## src/rtl/fp_result_retire_pkg.sv

```systemverilog
// fp_result_retire_pkg
// Shared constants for the FP retirement stage: the FP word width, the number
// of exception flags, and the bit position of each flag inside a flag vector.
// Also provides a small helper that tells whether a flag vector hits any
// enabled trap.
package fp_result_retire_pkg;

   localparam int WIDTH   = 32;
   localparam int NFLAGS  = 4;

   localparam int FLG_INV = 3;
   localparam int FLG_OVF = 2;
   localparam int FLG_UNF = 1;
   localparam int FLG_INX = 0;

   // A trap is requested when any raised flag also has its trap enabled.
   function automatic logic trap_hit(input logic [NFLAGS-1:0] flags,
                                     input logic [NFLAGS-1:0] enables);
      return |(flags & enables);
   endfunction

endpackage

```

## src/rtl/fp_retire_fifo.sv

```systemverilog
// fp_retire_fifo
// Small circular-buffer FIFO with a valid/ready interface on both sides.
// Ports:
//   clk, rst            clock, asynchronous active-high reset
//   in_valid/in_ready   write handshake, in_data is captured on accept
//   out_valid/out_ready read handshake, out_data is the head entry
// in_ready depends only on the registered count, so there is no
// combinational path from out_ready to in_ready. A full FIFO refuses a push
// even if it is popped in the same cycle, and an empty FIFO never bypasses
// the incoming word straight to the output.
module fp_retire_fifo #(
   parameter int DW    = 36,
   parameter int DEPTH = 2
) (
   input  logic          clk,
   input  logic          rst,
   input  logic          in_valid,
   output logic          in_ready,
   input  logic [DW-1:0] in_data,
   output logic          out_valid,
   input  logic          out_ready,
   output logic [DW-1:0] out_data
);

   localparam int AW = (DEPTH > 1) ? $clog2(DEPTH) : 1;
   localparam logic [AW:0]   FULL    = (AW+1)'(DEPTH);
   localparam logic [AW-1:0] PTR_ONE = AW'(1);
   localparam logic [AW:0]   CNT_ONE = (AW+1)'(1);

   logic [AW-1:0] wr_ptr;
   logic [AW-1:0] rd_ptr;
   logic [AW:0]   count;
   logic [DW-1:0] mem [DEPTH];
   logic          push;
   logic          pop;

   assign in_ready  = (count != FULL);
   assign out_valid = (count != '0);
   assign out_data  = mem[rd_ptr];
   assign push      = in_valid & in_ready;
   assign pop       = out_valid & out_ready;

   // Pointer and occupancy bookkeeping. DEPTH is a power of two, so the
   // pointers wrap naturally when they overflow their width.
   always_ff @(posedge clk or posedge rst) begin
      if (rst) begin
         wr_ptr <= '0;
         rd_ptr <= '0;
         count  <= '0;
      end else begin
         if (push)
            wr_ptr <= wr_ptr + PTR_ONE;
         if (pop)
            rd_ptr <= rd_ptr + PTR_ONE;
         case ({push, pop})
            2'b10:   count <= count + CNT_ONE;
            2'b01:   count <= count - CNT_ONE;
            default: count <= count;
         endcase
      end
   end

   // Storage is deliberately left out of reset; an entry is only ever read
   // once the count says it has been written.
   always_ff @(posedge clk) begin
      if (push)
         mem[wr_ptr] <= in_data;
   end

endmodule

```

## src/rtl/fp_result_retire.sv

```systemverilog
// fp_result_retire
// Retirement stage following the FP adder's result assembly. Buffers each
// result and its exception flags in a small FIFO, accumulates sticky IEEE-754
// exception flags, raises a held trap request for enabled exceptions, and
// counts the results leaving on the output.
// Ports:
//   clk, rst                       clock, asynchronous active-high reset
//   in_valid/in_ready/in_result/in_flags     upstream result handshake
//   out_valid/out_ready/out_result/out_flags downstream result handshake
//   flags_clr, sticky_flags        clear and view the accumulated flags
//   trap_en, trap, trap_cause, trap_ack      trap enable, request, cause, ack
//   retired_cnt                    16-bit wrapping count of retired results
module fp_result_retire #(
   parameter int WIDTH = fp_result_retire_pkg::WIDTH,
   parameter int DEPTH = 2
) (
   input  logic             clk,
   input  logic             rst,
   input  logic             in_valid,
   output logic             in_ready,
   input  logic [WIDTH-1:0] in_result,
   input  logic [3:0]       in_flags,
   output logic             out_valid,
   input  logic             out_ready,
   output logic [WIDTH-1:0] out_result,
   output logic [3:0]       out_flags,
   input  logic             flags_clr,
   output logic [3:0]       sticky_flags,
   input  logic [3:0]       trap_en,
   output logic             trap,
   output logic [3:0]       trap_cause,
   input  logic             trap_ack,
   output logic [15:0]      retired_cnt
);

   import fp_result_retire_pkg::*;

   localparam int DW = WIDTH + NFLAGS;

   logic          accept;
   logic          retire;
   logic          hit;
   logic [DW-1:0] head;

   fp_retire_fifo #(
      .DW    (DW),
      .DEPTH (DEPTH)
   ) u_fifo (
      .clk       (clk),
      .rst       (rst),
      .in_valid  (in_valid),
      .in_ready  (in_ready),
      .in_data   ({in_result, in_flags}),
      .out_valid (out_valid),
      .out_ready (out_ready),
      .out_data  (head)
   );

   assign out_result = head[DW-1:NFLAGS];
   assign out_flags  = head[NFLAGS-1:0];
   assign accept     = in_valid & in_ready;
   assign retire     = out_valid & out_ready;
   assign hit        = accept & trap_hit(in_flags, trap_en);

   // Sticky flags: a clear wipes the old value, but flags arriving with an
   // accepted result in the same cycle are still recorded.
   always_ff @(posedge clk or posedge rst) begin
      if (rst)
         sticky_flags <= '0;
      else
         sticky_flags <= (flags_clr ? 4'b0000 : sticky_flags) |
                         (accept ? in_flags : 4'b0000);
   end

   // Trap request: the first enabled exception latches its flags as the
   // cause and later hits are ignored until acknowledged. An acknowledge
   // that coincides with a new hit re-arms the trap with the new cause.
   always_ff @(posedge clk or posedge rst) begin
      if (rst) begin
         trap       <= 1'b0;
         trap_cause <= '0;
      end else if (hit && (!trap || trap_ack)) begin
         trap       <= 1'b1;
         trap_cause <= in_flags;
      end else if (trap && trap_ack) begin
         trap       <= 1'b0;
         trap_cause <= '0;
      end
   end

   // Count of results handed to the consumer; wraps at 16 bits.
   always_ff @(posedge clk or posedge rst) begin
      if (rst)
         retired_cnt <= '0;
      else if (retire)
         retired_cnt <= retired_cnt + 16'd1;
   end

endmodule

```

## config.mk

```make
export PLATFORM = sky130hd
export DESIGN_NAME = fp_result_retire
export DESIGN_NICKNAME = d
export VERILOG_FILES = /design/src/rtl/fp_result_retire_pkg.sv /design/src/rtl/fp_retire_fifo.sv /design/src/rtl/fp_result_retire.sv
export SDC_FILE = /design/constraint.sdc
export NUM_CORES = 1
export LEC_CHECK = 0
export BUFFER_PORTS_ARGS = -buffer_cell sky130_fd_sc_hd__buf_2
export CORE_MARGIN = 4
export CORE_UTILIZATION = 30
export CTS_BUF_LIST = sky130_fd_sc_hd__clkbuf_4 sky130_fd_sc_hd__clkbuf_8
export CTS_CLUSTER_SIZE = 20
export DETAILED_ROUTE_END_ITERATION = 16
export PLACE_DENSITY = 0.54
export SLEW_MARGIN = 20
export SYNTH_ARGS = -nofsm -noshare
export SYNTH_HDL_FRONTEND = slang
export SYNTH_SLANG_ARGS = --single-unit
```

## constraint.sdc

```tcl
create_clock -name clk -period 2.85 [get_ports clk]
set_input_delay 0 -clock clk [delete_from_list [all_inputs] [get_ports clk]]
set_output_delay 0 -clock clk [all_outputs]
set_load 0.05 [all_outputs]
```

==> results of run 1 <==
how the worst max path moves through the flow:
stage | cells after the start | end | slack (ns)
3_5_place_dp | 5 | u_fifo.mem[0][13]$_DFFE_PP_ | 1.04
2_1_floorplan | 4 | u_fifo.mem[0][0]$_DFFE_PP_ | 0.44
4_1_cts | 2 | out_result[22] | 0.79
3_3_place_gp | 5 | u_fifo.mem[0][12]$_DFFE_PP_ | 1.06
6_report | 2 | out_result[22] | 0.86
5_1_grt | 2 | out_result[31] | 0.74
worst reg2reg max path: cells and delay by family, from the launching register on:
kind / cells / cell delay [ns]
DFF: 1 / 0.45
and+or+nand+nor: 3 / 0.48
buffers and inverters: 2 / 0.51
routing by layer:
metal,vias to the layer above,part of all wire [%],track usage [%]
met1,1194,44,14.9
met2,85,45,17.7
met5,-,0,0
li1,1151,-,-
met4,0,1.5,4.83
met3,11,9.1,4.87
cell usage after synthesis (all sizes together):
master | n | area share, %
a32oi | 3 | 0.67
clkbuf | 1 | 0.096
or2 | 2 | 0.32
and4 | 1 | 0.22
o21ai | 4 | 0.51
xor2 | 7 | 1.6
nor2 | 5 | 0.48
edfxtp | 72 | 55
nor2b | 1 | 0.16
a22o | 6 | 1.3
inv | 6 | 0.58
ha | 2 | 0.64
and3 | 5 | 0.80
nor3 | 2 | 0.26
or3 | 1 | 0.16
and2 | 1 | 0.16
nand2 | 7 | 0.67
nand4 | 2 | 0.48
a32o | 1 | 0.26
o2111a | 1 | 0.32
buf | 4 | 0.51
nand2b | 2 | 0.39
xnor2 | 13 | 2.9
mux2i | 3 | 0.77
dfrtp | 29 | 19
mux2 | 37 | 11
o211a | 2 | 0.51
nand3 | 3 | 0.39
registers in the layout (all words and copies together), names as in the netlist:
register,cells
sticky_flags,4
u_fifo.rd_ptr,1
u_fifo.wr_ptr,1
retired_cnt,16
u_fifo.mem,72
trap,1
trap_cause,4
u_fifo.count,2
cell families (layout without fill, tap and decap cells):
group                      count (synthesis)  after routing  synth area share [%]
AOI/OAI and AO/OA                         17             17                  3.63
xor gates and xnor gates                  20             20                  4.49
adders and majority gates                  2              2                 0.642
buffers and inverters                     11            174                  1.19
DFF                                      101            101                  74.1
muxes                                     40             40                  11.5
and+or+nand+nor                           32             32                  4.49
area by class of cell:
class | instances | area (um2) | share of cell area (%)
flip-flops and latches | 101 | 2890 | 54.7
multi-input cells | 111 | 972 | 18.4
repair buffers | 152 | 971 | 18.4
well taps | 172 | 215 | 4.07
clock buffers | 12 | 159 | 3.01
clock inverters | 4 | 55.1 | 1.04
inverters | 6 | 22.5 | 0.426
power breakdown:
| part | internal (mW) | leakage (nW) | switching (mW) |
|---|---|---|---|
| sequential | 1.97 | 1.03 | 0.272 |
| combinational | 0.690 | 1.05 | 1.69 |
| clock | 0.470 | 0.107 | 0.490 |
==> reports/results.txt, run 1 <==
outcome -> complete, no violations
clock buffer depth -> 2
crit path setup slack, layout -> 0.858 ns
Final period util -> 69.9%
global-route usage over all layers -> 11.7%
final estimated routing congestion in global placement -> 0.721
cell chain of the critical path -> mux2_2 -> buf_2
peak supply drop -> 608 uV
number of buffers created by CTS -> 9
number of global-route vias before repair -> 2591
number of hold-slack violations in the final timing report -> 0
initial antenna violation count -> 0
sequential fraction of the synthesis area -> 74.1%
Critical Path Source -> u_fifo.rd_ptr$_DFFE_PP0P_
Distinct cells, synth -> 32
Initial DRT Pass Iterations -> 4
net count after synthesis -> 271
max-cap violations -> 0
starting density of the core -> 30.8%
commonest cells after routing, fill and taps aside -> sky130_fd_sc_hd__buf_2 (108), sky130_fd_sc_hd__edfxtp_1 (72), sky130_fd_sc_hd__dlygate4sd3_1 (40)
Congestion Overflow GR -> 0
postcts setup bufs -> 0
instance area after placement -> 0.00467 mm2
fill cell instance count of the final layout -> 1198
Worst R2R Setup Slack -> 1.03 ns
required time of the worst setup path -> 2.85 ns
total placed cells including tap cells -> 502
I/O pin total -> 109
number of vias per cell -> 4.37
final routed DRC violation total -> 0
highest attainable clock frequency -> 502 MHz
clock transition at the register clock pins on the worst setup and hold paths after CTS -> 0.11 ns
final cell count without fillers -> 558
maximum number of pins on one net before global-route repair -> 38
arrival time worst endpoint -> 1.99 ns
CP Class -> flip-flop to output pin
via count -> 2441
count of antenna-violating nets left after detailed routing -> 0
root buffer cell -> sky130_fd_sc_hd__clkbuf_8
endpoint of the worst register-to-register path -> u_fifo.mem[0][31]$_DFFE_PP_
Die W -> 122 um
static leakage power -> 2.19 nW
path class of the lowest-slack min-delay path -> input pin to asynchronous set/reset pin
Worst Clk Skew -> 0.0191 ns
power density normalized to cell area -> 1060 mW/mm2
post-synthesis cell count -> 223
slowest stage delay, CP -> 0.96 ns
post-CTS resize count -> 0
Layout Area Growth over Synthesis -> 35.6%
clock net sink count -> 101
FF-to-FF path depth -> 5
FP Rows -> 41
die area -> 0.0149 mm2
RSZ-0062 raised after global routing -> no
relative slew slack -> 41.3%
half-perimeter wire length after detailed placement -> 5.60 mm
height of the die -> 122 um
worst slack, placed -> 1.04 ns
number of max-slew violations in the final report -> 0
detailed router's first-iteration violation count -> 133
mean post-synth cell area -> 17.5 um2
post-synthesis instance area -> 0.00390 mm2
number of hold-repair buffers added at the cts stage -> 40
most common cell after layout, fill and taps aside -> sky130_fd_sc_hd__buf_2
Yosys Warn Count -> 0
final setup fails -> 0
library cell contributing the largest single delay on the critical path -> sky130_fd_sc_hd__dfrtp_2
Final Core Density -> 41.7%
post-layout min period -> 1.99 ns
Finished Cell Area -> 0.00528 mm2
Total Routed Length -> 8.41 mm
count of antenna diodes in the layout -> 0
startpoint class of the critical path -> flip-flop
clock tree from TritonCTS -> yes
largest fanout on the critical path -> 37
startpoint of the worst-slack reg-to-reg timing path -> u_fifo.count[0]$_DFFE_PP0P_
IO buf count -> 108
worst hold slack after final layout -> 0.110 ns
PnR Total Power -> 5.58 mW
element type at the critical path end -> output pin
kind of cell adding the most delay to the critical path -> flip-flops
clock network latency to the later pin of the worst-skew pair -> 0.38 ns
level count of the clock H-tree -> 3
fraction of final layout cells sized beyond drive strength 1 -> 44.3%
area inside the core boundary -> 0.0127 mm2
number of flip-flops and latches in the synthesized netlist -> 101
slew at the pin with the worst max-slew slack -> 0.880 ns
summed negative setup slack over all endpoints -> 0 ns
wire length of the first global-routing pass -> 13.1 mm
average wire per standard cell -> 15.1 um
Buf+Inv Stages, Crit Path -> 1
layout net count -> 429
Power figures use the tool's default switching activity.
==> run 2: changes to the inputs <==
- clock period: 2.85 -> 1.8 ns (I/O delays scaled with it)
==> run 2 against run 1 <==
Critical path depth increased by 1. Combinational power grew 69%. Global-route usage is 0.50 points lower. Via count is 0.74% lower. Power up 57%. Count of clock-buffer cells in the layout fell by 3. Non-clock buffer count stayed put. Sequential cell count did not move. Worst setup slack worse by 0.69 ns. Critical path type unchanged. Highest routed layer unchanged.
==> reports/results.txt, run 2 (same netlist as run 1, synthesis figures left out) <==
RSZ-0062 raised after global routing -> no
maximum number of pins on one net before global-route repair -> 37
Worst Clk Skew -> 0.0158 ns
initial antenna violation count -> 0
crit path setup slack, layout -> 0.172 ns
number of hold-repair buffers added at the cts stage -> 38
footprint of the multi-input gates -> 980 um2
Final Core Density -> 41.7%
largest reg by FF count -> u_fifo.mem
I/O pin total -> 109
slew at the pin with the worst max-slew slack -> 0.382 ns
fill cell instance count of the final layout -> 1163
count of antenna diodes in the layout -> 0
level count of the clock H-tree -> 3
global-route usage over all layers -> 11.2%
detailed router's first-iteration violation count -> 128
Finished Cell Area -> 0.00528 mm2
largest fanout on the critical path -> 22
required time of the worst setup path -> 1.80 ns
postcts setup bufs -> 0
Initial DRT Pass Iterations -> 4
via count -> 2423
number of hold-slack violations in the final timing report -> 0
clock network latency to the later pin of the worst-skew pair -> 0.36 ns
number of global-route vias before repair -> 2487
clock tree from TritonCTS -> yes
layout net count -> 429
commonest cells after routing, fill and taps aside -> sky130_fd_sc_hd__buf_2 (108), sky130_fd_sc_hd__edfxtp_1 (72), sky130_fd_sc_hd__dlygate4sd3_1 (38)
clock transition at the register clock pins on the worst setup and hold paths after CTS -> 0.11 ns
IO buf count -> 108
fraction of final layout cells sized beyond drive strength 1 -> 44.8%
worst hold slack after final layout -> 0.0192 ns
most common cell after layout, fill and taps aside -> sky130_fd_sc_hd__buf_2
leading registers by flop count -> u_fifo.mem (72), retired_cnt (16)
path class of the lowest-slack min-delay path -> input pin to flip-flop
power density normalized to cell area -> 1650 mW/mm2
half-perimeter wire length after detailed placement -> 5.44 mm
element type at the critical path end -> output pin
highest attainable clock frequency -> 614 MHz
clock net sink count -> 101
area inside the core boundary -> 0.0127 mm2
post-CTS resize count -> 0
number of flip-flops under the largest register name -> 72
post-layout min period -> 1.63 ns
height of the die -> 122 um
number of max-slew violations in the final report -> 0
FP Rows -> 41
number of vias per cell -> 4.34
wire length of the first global-routing pass -> 12.7 mm
relative slew slack -> 74.6%
final routed DRC violation total -> 0
peak supply drop -> 969 uV
root buffer cell -> sky130_fd_sc_hd__clkbuf_8
Layout Area Growth over Synthesis -> 35.6%
arrival time worst endpoint -> 1.63 ns
CP Class -> flip-flop to output pin
clock buffer depth -> 2
Die W -> 122 um
average wire per standard cell -> 14.7 um
startpoint class of the critical path -> flip-flop
instance area after placement -> 0.00472 mm2
Total Routed Length -> 8.18 mm
number of buffers created by CTS -> 9
summed negative setup slack over all endpoints -> 0 ns
area occupied by registers -> 0.00289 mm2
Final period util -> 90.4%
starting density of the core -> 30.8%
final setup fails -> 0
die area -> 0.0149 mm2
outcome -> complete, no violations
Congestion Overflow GR -> 0
max-cap violations -> 0
static leakage power -> 2.19 nW
count of antenna-violating nets left after detailed routing -> 0
worst slack, placed -> 0.253 ns
final estimated routing congestion in global placement -> 0.764
[run 2: cell types whose count changed in the layout (fill, tap and decap cells not counted), sizes merged]
cell	change
bufinv	-1
clkinv	+4
buf	+2
clkbuf	-3
dlygate4sd3	-2
[run 2: area by class of cell]
type                       instances  area share [%]
multi-input combinational        111            18.5
clock buffer                       9            2.34
clock inverter                     7            1.14
inverter                           6           0.474
sequential                       101            54.7
tap                              172            4.07
timing repair buffer             152            18.8
[run 2: where the power goes]
part | internal (mW) | switching [mW]
clock network | 0.525 | 0.811
registers | 3.12 | 0.266
logic | 1.17 | 2.85
[run 2: worst paths after layout]
check | cells past startpoint | startpoint | slack, ns | to
max | 3 | u_fifo.rd_ptr$_DFFE_PP0P_ | 0.17 | out_result[6]
min | 3 | flags_clr | 0.02 | sticky_flags[3]$_DFF_PP0_
max reg2reg | 6 | u_fifo.count[0]$_DFFE_PP0P_ | 0.22 | u_fifo.count[1]$_DFFE_PP0P_
min reg2reg | 1 | retired_cnt[15]$_DFFE_PP0P_ | 0.50 | retired_cnt[15]$_DFFE_PP0P_
max in group asynchronous | 4 | rst | 1.24 | u_fifo.rd_ptr$_DFFE_PP0P_
min in group asynchronous | 4 | rst | 0.25 | retired_cnt[5]$_DFFE_PP0P_
[run 2: worst max-delay path, cell delays in order (launching register included)]
cell,delay (ns)
sky130_fd_sc_hd__dfrtp_2,0.37
sky130_fd_sc_hd__buf_4,0.30
sky130_fd_sc_hd__mux2_2,0.39
sky130_fd_sc_hd__buf_2,0.21
[run 2: layer usage]
layer	global-route usage, %	vias to the layer above	routed length, um
met1	14.3	1177	3700
met4	3.36	0	89
li1	-	1155	-
met5	0	-	0
met3	4.78	8	727
met2	17.5	83	3670
[run 2: stage by stage]
stage	total power [mW]	instances
after floorplan	6.44	223
final	8.74	558
after global routing	9.22	558
after detailed placement	7.45	504
after global placement	7.42	504
after CTS	8.87	558
==> run 3: changes to the inputs <==
- ABC_AREA: not set -> 1
- MAX_ROUTING_LAYER: not set -> met4
- PLACE_DENSITY: 0.54 -> 0.53
==> run 3 against run 2 <==
Die area grew 3.3%. Critical path depth grew 5. Highest routed layer unchanged. Via count grew 19%. Routed wire length grew 8.8%. Maximum frequency grew 1.5%. Clock skew shrank 0.0068 ns. Sequential share of layout area shrank 2.0 points.
==> reports/results.txt, run 3 <==
final routed DRC violation total -> 0
clock net sink count -> 101
Initial DRT Pass Iterations -> 4
most common cell after layout, fill and taps aside -> sky130_fd_sc_hd__nand2_1
I/O pin total -> 109
Yosys Warn Count -> 0
portion of synthesized cell area occupied by the leading cell type -> 53.6%
Final period util -> 89.1%
max-cap violations -> 0
number of buffers created by CTS -> 9
most numerous cell in the Yosys netlist -> sky130_fd_sc_hd__nand2_1
Finished Cell Area -> 0.00548 mm2
clock network latency to the later pin of the worst-skew pair -> 0.36 ns
worst hold slack after final layout -> 0.0897 ns
post-CTS resize count -> 0
required time of the worst setup path -> 2.04 ns
post-synthesis instance area -> 0.00403 mm2
number of hold-slack violations in the final timing report -> 0
count of antenna diodes in the layout -> 0
largest fanout on the critical path -> 5
power density normalized to cell area -> 1700 mW/mm2
number of flip-flops under the largest register name -> 72
fill cell instance count of the final layout -> 1276
commonest cells after routing, fill and taps aside -> sky130_fd_sc_hd__nand2_1 (154), sky130_fd_sc_hd__buf_2 (108), sky130_fd_sc_hd__edfxtp_1 (72)
number of global-route vias before repair -> 2791
height of the die -> 124 um
post-layout min period -> 1.60 ns
average wire per standard cell -> 13.0 um
share of flip-flops with an asynchronous set or reset after synthesis -> 28.7%
Clk pwr share -> 15.7%
clock transition at the register clock pins on the worst setup and hold paths after CTS -> 0.10 ns
crit path setup slack, layout -> 0.196 ns
final estimated routing congestion in global placement -> 0.834
die area -> 0.0154 mm2
startpoint class of the critical path -> flip-flop
postcts setup bufs -> 0
RSZ-0062 raised after global routing -> no
Total Routed Length -> 8.91 mm
list of most frequent post-synthesis cells -> sky130_fd_sc_hd__nand2_1 (154), sky130_fd_sc_hd__edfxtp_1 (72), sky130_fd_sc_hd__dfrtp_1 (29)
via count -> 2893
highest metal layer used by the detailed router -> met4
summed negative setup slack over all endpoints -> 0 ns
final setup fails -> 0
static leakage power -> 2.48 nW
dominant cell type by area after synthesis -> sky130_fd_sc_hd__edfxtp_1
switching share of power -> 48.6%
arrival time worst endpoint -> 1.85 ns
relative slew slack -> 72.6%
clock buffer depth -> 2
DR WL met3 -> 615 um
fraction of final layout cells sized beyond drive strength 1 -> 29.0%
detailed router's first-iteration violation count -> 211
sequential fraction of the synthesis area -> 71.6%
count of antenna-violating nets left after detailed routing -> 0
path class of the lowest-slack min-delay path -> input pin to flip-flop
internal power component -> 4.79 mW
post-synthesis cell count -> 347
area inside the core boundary -> 0.0132 mm2
top_reg_cell synth -> sky130_fd_sc_hd__edfxtp_1
Worst Clk Skew -> 0.00903 ns
half-perimeter wire length after detailed placement -> 5.85 mm
total placed cells including tap cells -> 630
wire length of the first global-routing pass -> 13.6 mm
cells taking the most area after synthesis -> sky130_fd_sc_hd__edfxtp_1 (54%), sky130_fd_sc_hd__dfrtp_1 (18%), sky130_fd_sc_hd__nand2_1 (14%)
Congestion Overflow GR -> 0
Layout Area Growth over Synthesis -> 35.8%
footprint of the multi-input gates -> 0.00104 mm2
net count after synthesis -> 395
final cell count without fillers -> 687
NetSw -> 4.53 mW
maximum number of pins on one net before global-route repair -> 38
number of vias per cell -> 4.21
Distinct cells, synth -> 27
portion of total power attributed to combinational logic -> 48.2%
EDFF count, synth -> 72
number of max-slew violations in the final report -> 0
global-route usage over all layers -> 11.9%
instance area after placement -> 0.00486 mm2
number of flip-flops and latches in the synthesized netlist -> 101
largest reg by FF count -> u_fifo.mem
outcome -> complete, no violations
peak supply drop -> 650 uV
level count of the clock H-tree -> 3
PnR Total Power -> 9.32 mW
area occupied by registers -> 0.00289 mm2
FP Rows -> 42
IO buf count -> 108
leading registers by flop count -> u_fifo.mem (72), retired_cnt (16)
metal2 WL -> 4.28 mm
Die W -> 124 um
root buffer cell -> sky130_fd_sc_hd__clkbuf_8
worst slack, placed -> 0.172 ns
mean post-synth cell area -> 11.6 um2
Final Core Density -> 41.5%
initial antenna violation count -> 0
CP Class -> flip-flop to flip-flop
slew at the pin with the worst max-slew slack -> 0.412 ns
clock tree from TritonCTS -> yes
element type at the critical path end -> flip-flop
met1 layer wirelength in the final routing -> 3.91 mm
starting density of the core -> 30.6%
layout net count -> 554
Seq pwr share -> 36.1%
highest attainable clock frequency -> 623 MHz
## run 3: cell types whose count changed in the layout (fill, tap and decap cells not counted), moves of 5 or more
cell / before / now
sky130_fd_sc_hd__a22o_1: 6 / 0
sky130_fd_sc_hd__nand3_1: 3 / 8
sky130_fd_sc_hd__o21ai_0: 0 / 6
sky130_fd_sc_hd__xnor2_1: 13 / 6
sky130_fd_sc_hd__mux2_2: 36 / 0
sky130_fd_sc_hd__inv_1: 5 / 19
sky130_fd_sc_hd__nand2_1: 7 / 154
## run 3: worst max-delay path, cell delays in order (launching register included)
cell                      delay, ns
sky130_fd_sc_hd__dfrtp_1       0.43
sky130_fd_sc_hd__inv_2         0.12
sky130_fd_sc_hd__nand2_4       0.08
sky130_fd_sc_hd__nand2_4       0.11
sky130_fd_sc_hd__inv_6         0.06
sky130_fd_sc_hd__ha_1          0.32
sky130_fd_sc_hd__a21oi_1       0.11
sky130_fd_sc_hd__o21ai_0       0.10
sky130_fd_sc_hd__xor2_1        0.15
## run 3: logic make-up (layout without fill, tap and decap cells)
kind of cell,after synthesis,after routing,synth area share (%)
buffers and inverters,31,195,3.07
AOI/OAI and AO/OA,8,8,1.33
xor gates and xnor gates,13,13,2.82
and+or+nand+nor,192,192,20.6
adders and majority gates,2,2,0.620
DFF,101,101,71.6
## run 3: what timing repair did
action                                  4_1_cts  5_1_grt
hold endpoints to repair                    113        0
hold buffers                                 41        0
endpoints found under the setup margin        0        0
## run 3: final cells by class
| class | instances | share of cell area, % |
|---|---|---|
| Clock inverter | 7 | 1.46 |
| Sequential cell | 101 | 52.7 |
| Inverter | 24 | 1.74 |
| Tap cell | 176 | 4.02 |
| Clock buffer | 9 | 2.26 |
| Multi-Input combinational cell | 215 | 18.9 |
| Timing Repair Buffer | 155 | 18.9 |
## run 3: final timing paths
kind	startpoint	to	slack [ns]	cells after the start
hold reg to reg	trap_cause[2]$_DFFE_PP0P_	trap_cause[2]$_DFFE_PP0P_	0.52	2
setup reg to reg	u_fifo.count[0]$_DFFE_PP0P_	u_fifo.count[1]$_DFFE_PP0P_	0.20	8
hold / removal	trap_en[0]	trap$_DFFE_PP0P_	0.09	5
min in group asynchronous	rst	retired_cnt[12]$_DFFE_PP0P_	0.24	4
setup / recovery	u_fifo.count[0]$_DFFE_PP0P_	u_fifo.count[1]$_DFFE_PP0P_	0.20	8
max in group asynchronous	rst	u_fifo.rd_ptr$_DFFE_PP0P_	1.27	4
## run 3: per-layer routing
layer	global-route usage (%)	vias to the layer above
li1	-	1448
met1	14.5	1358
met2	19.4	77
met3	3.41	10
met4	3.49	0
met5	-	-
## run 3: power by group through the flow
stage / Combinational [mW] / Clock, mW / Sequential, mW
after floorplan: 2.82 / 0 / 3.87
after global placement: 4.48 / 0 / 3.41
after detailed placement: 4.51 / 0 / 3.42
after CTS: 4.58 / 1.52 / 3.37
after global routing: 4.83 / 1.62 / 3.43
final: 4.50 / 1.46 / 3.37
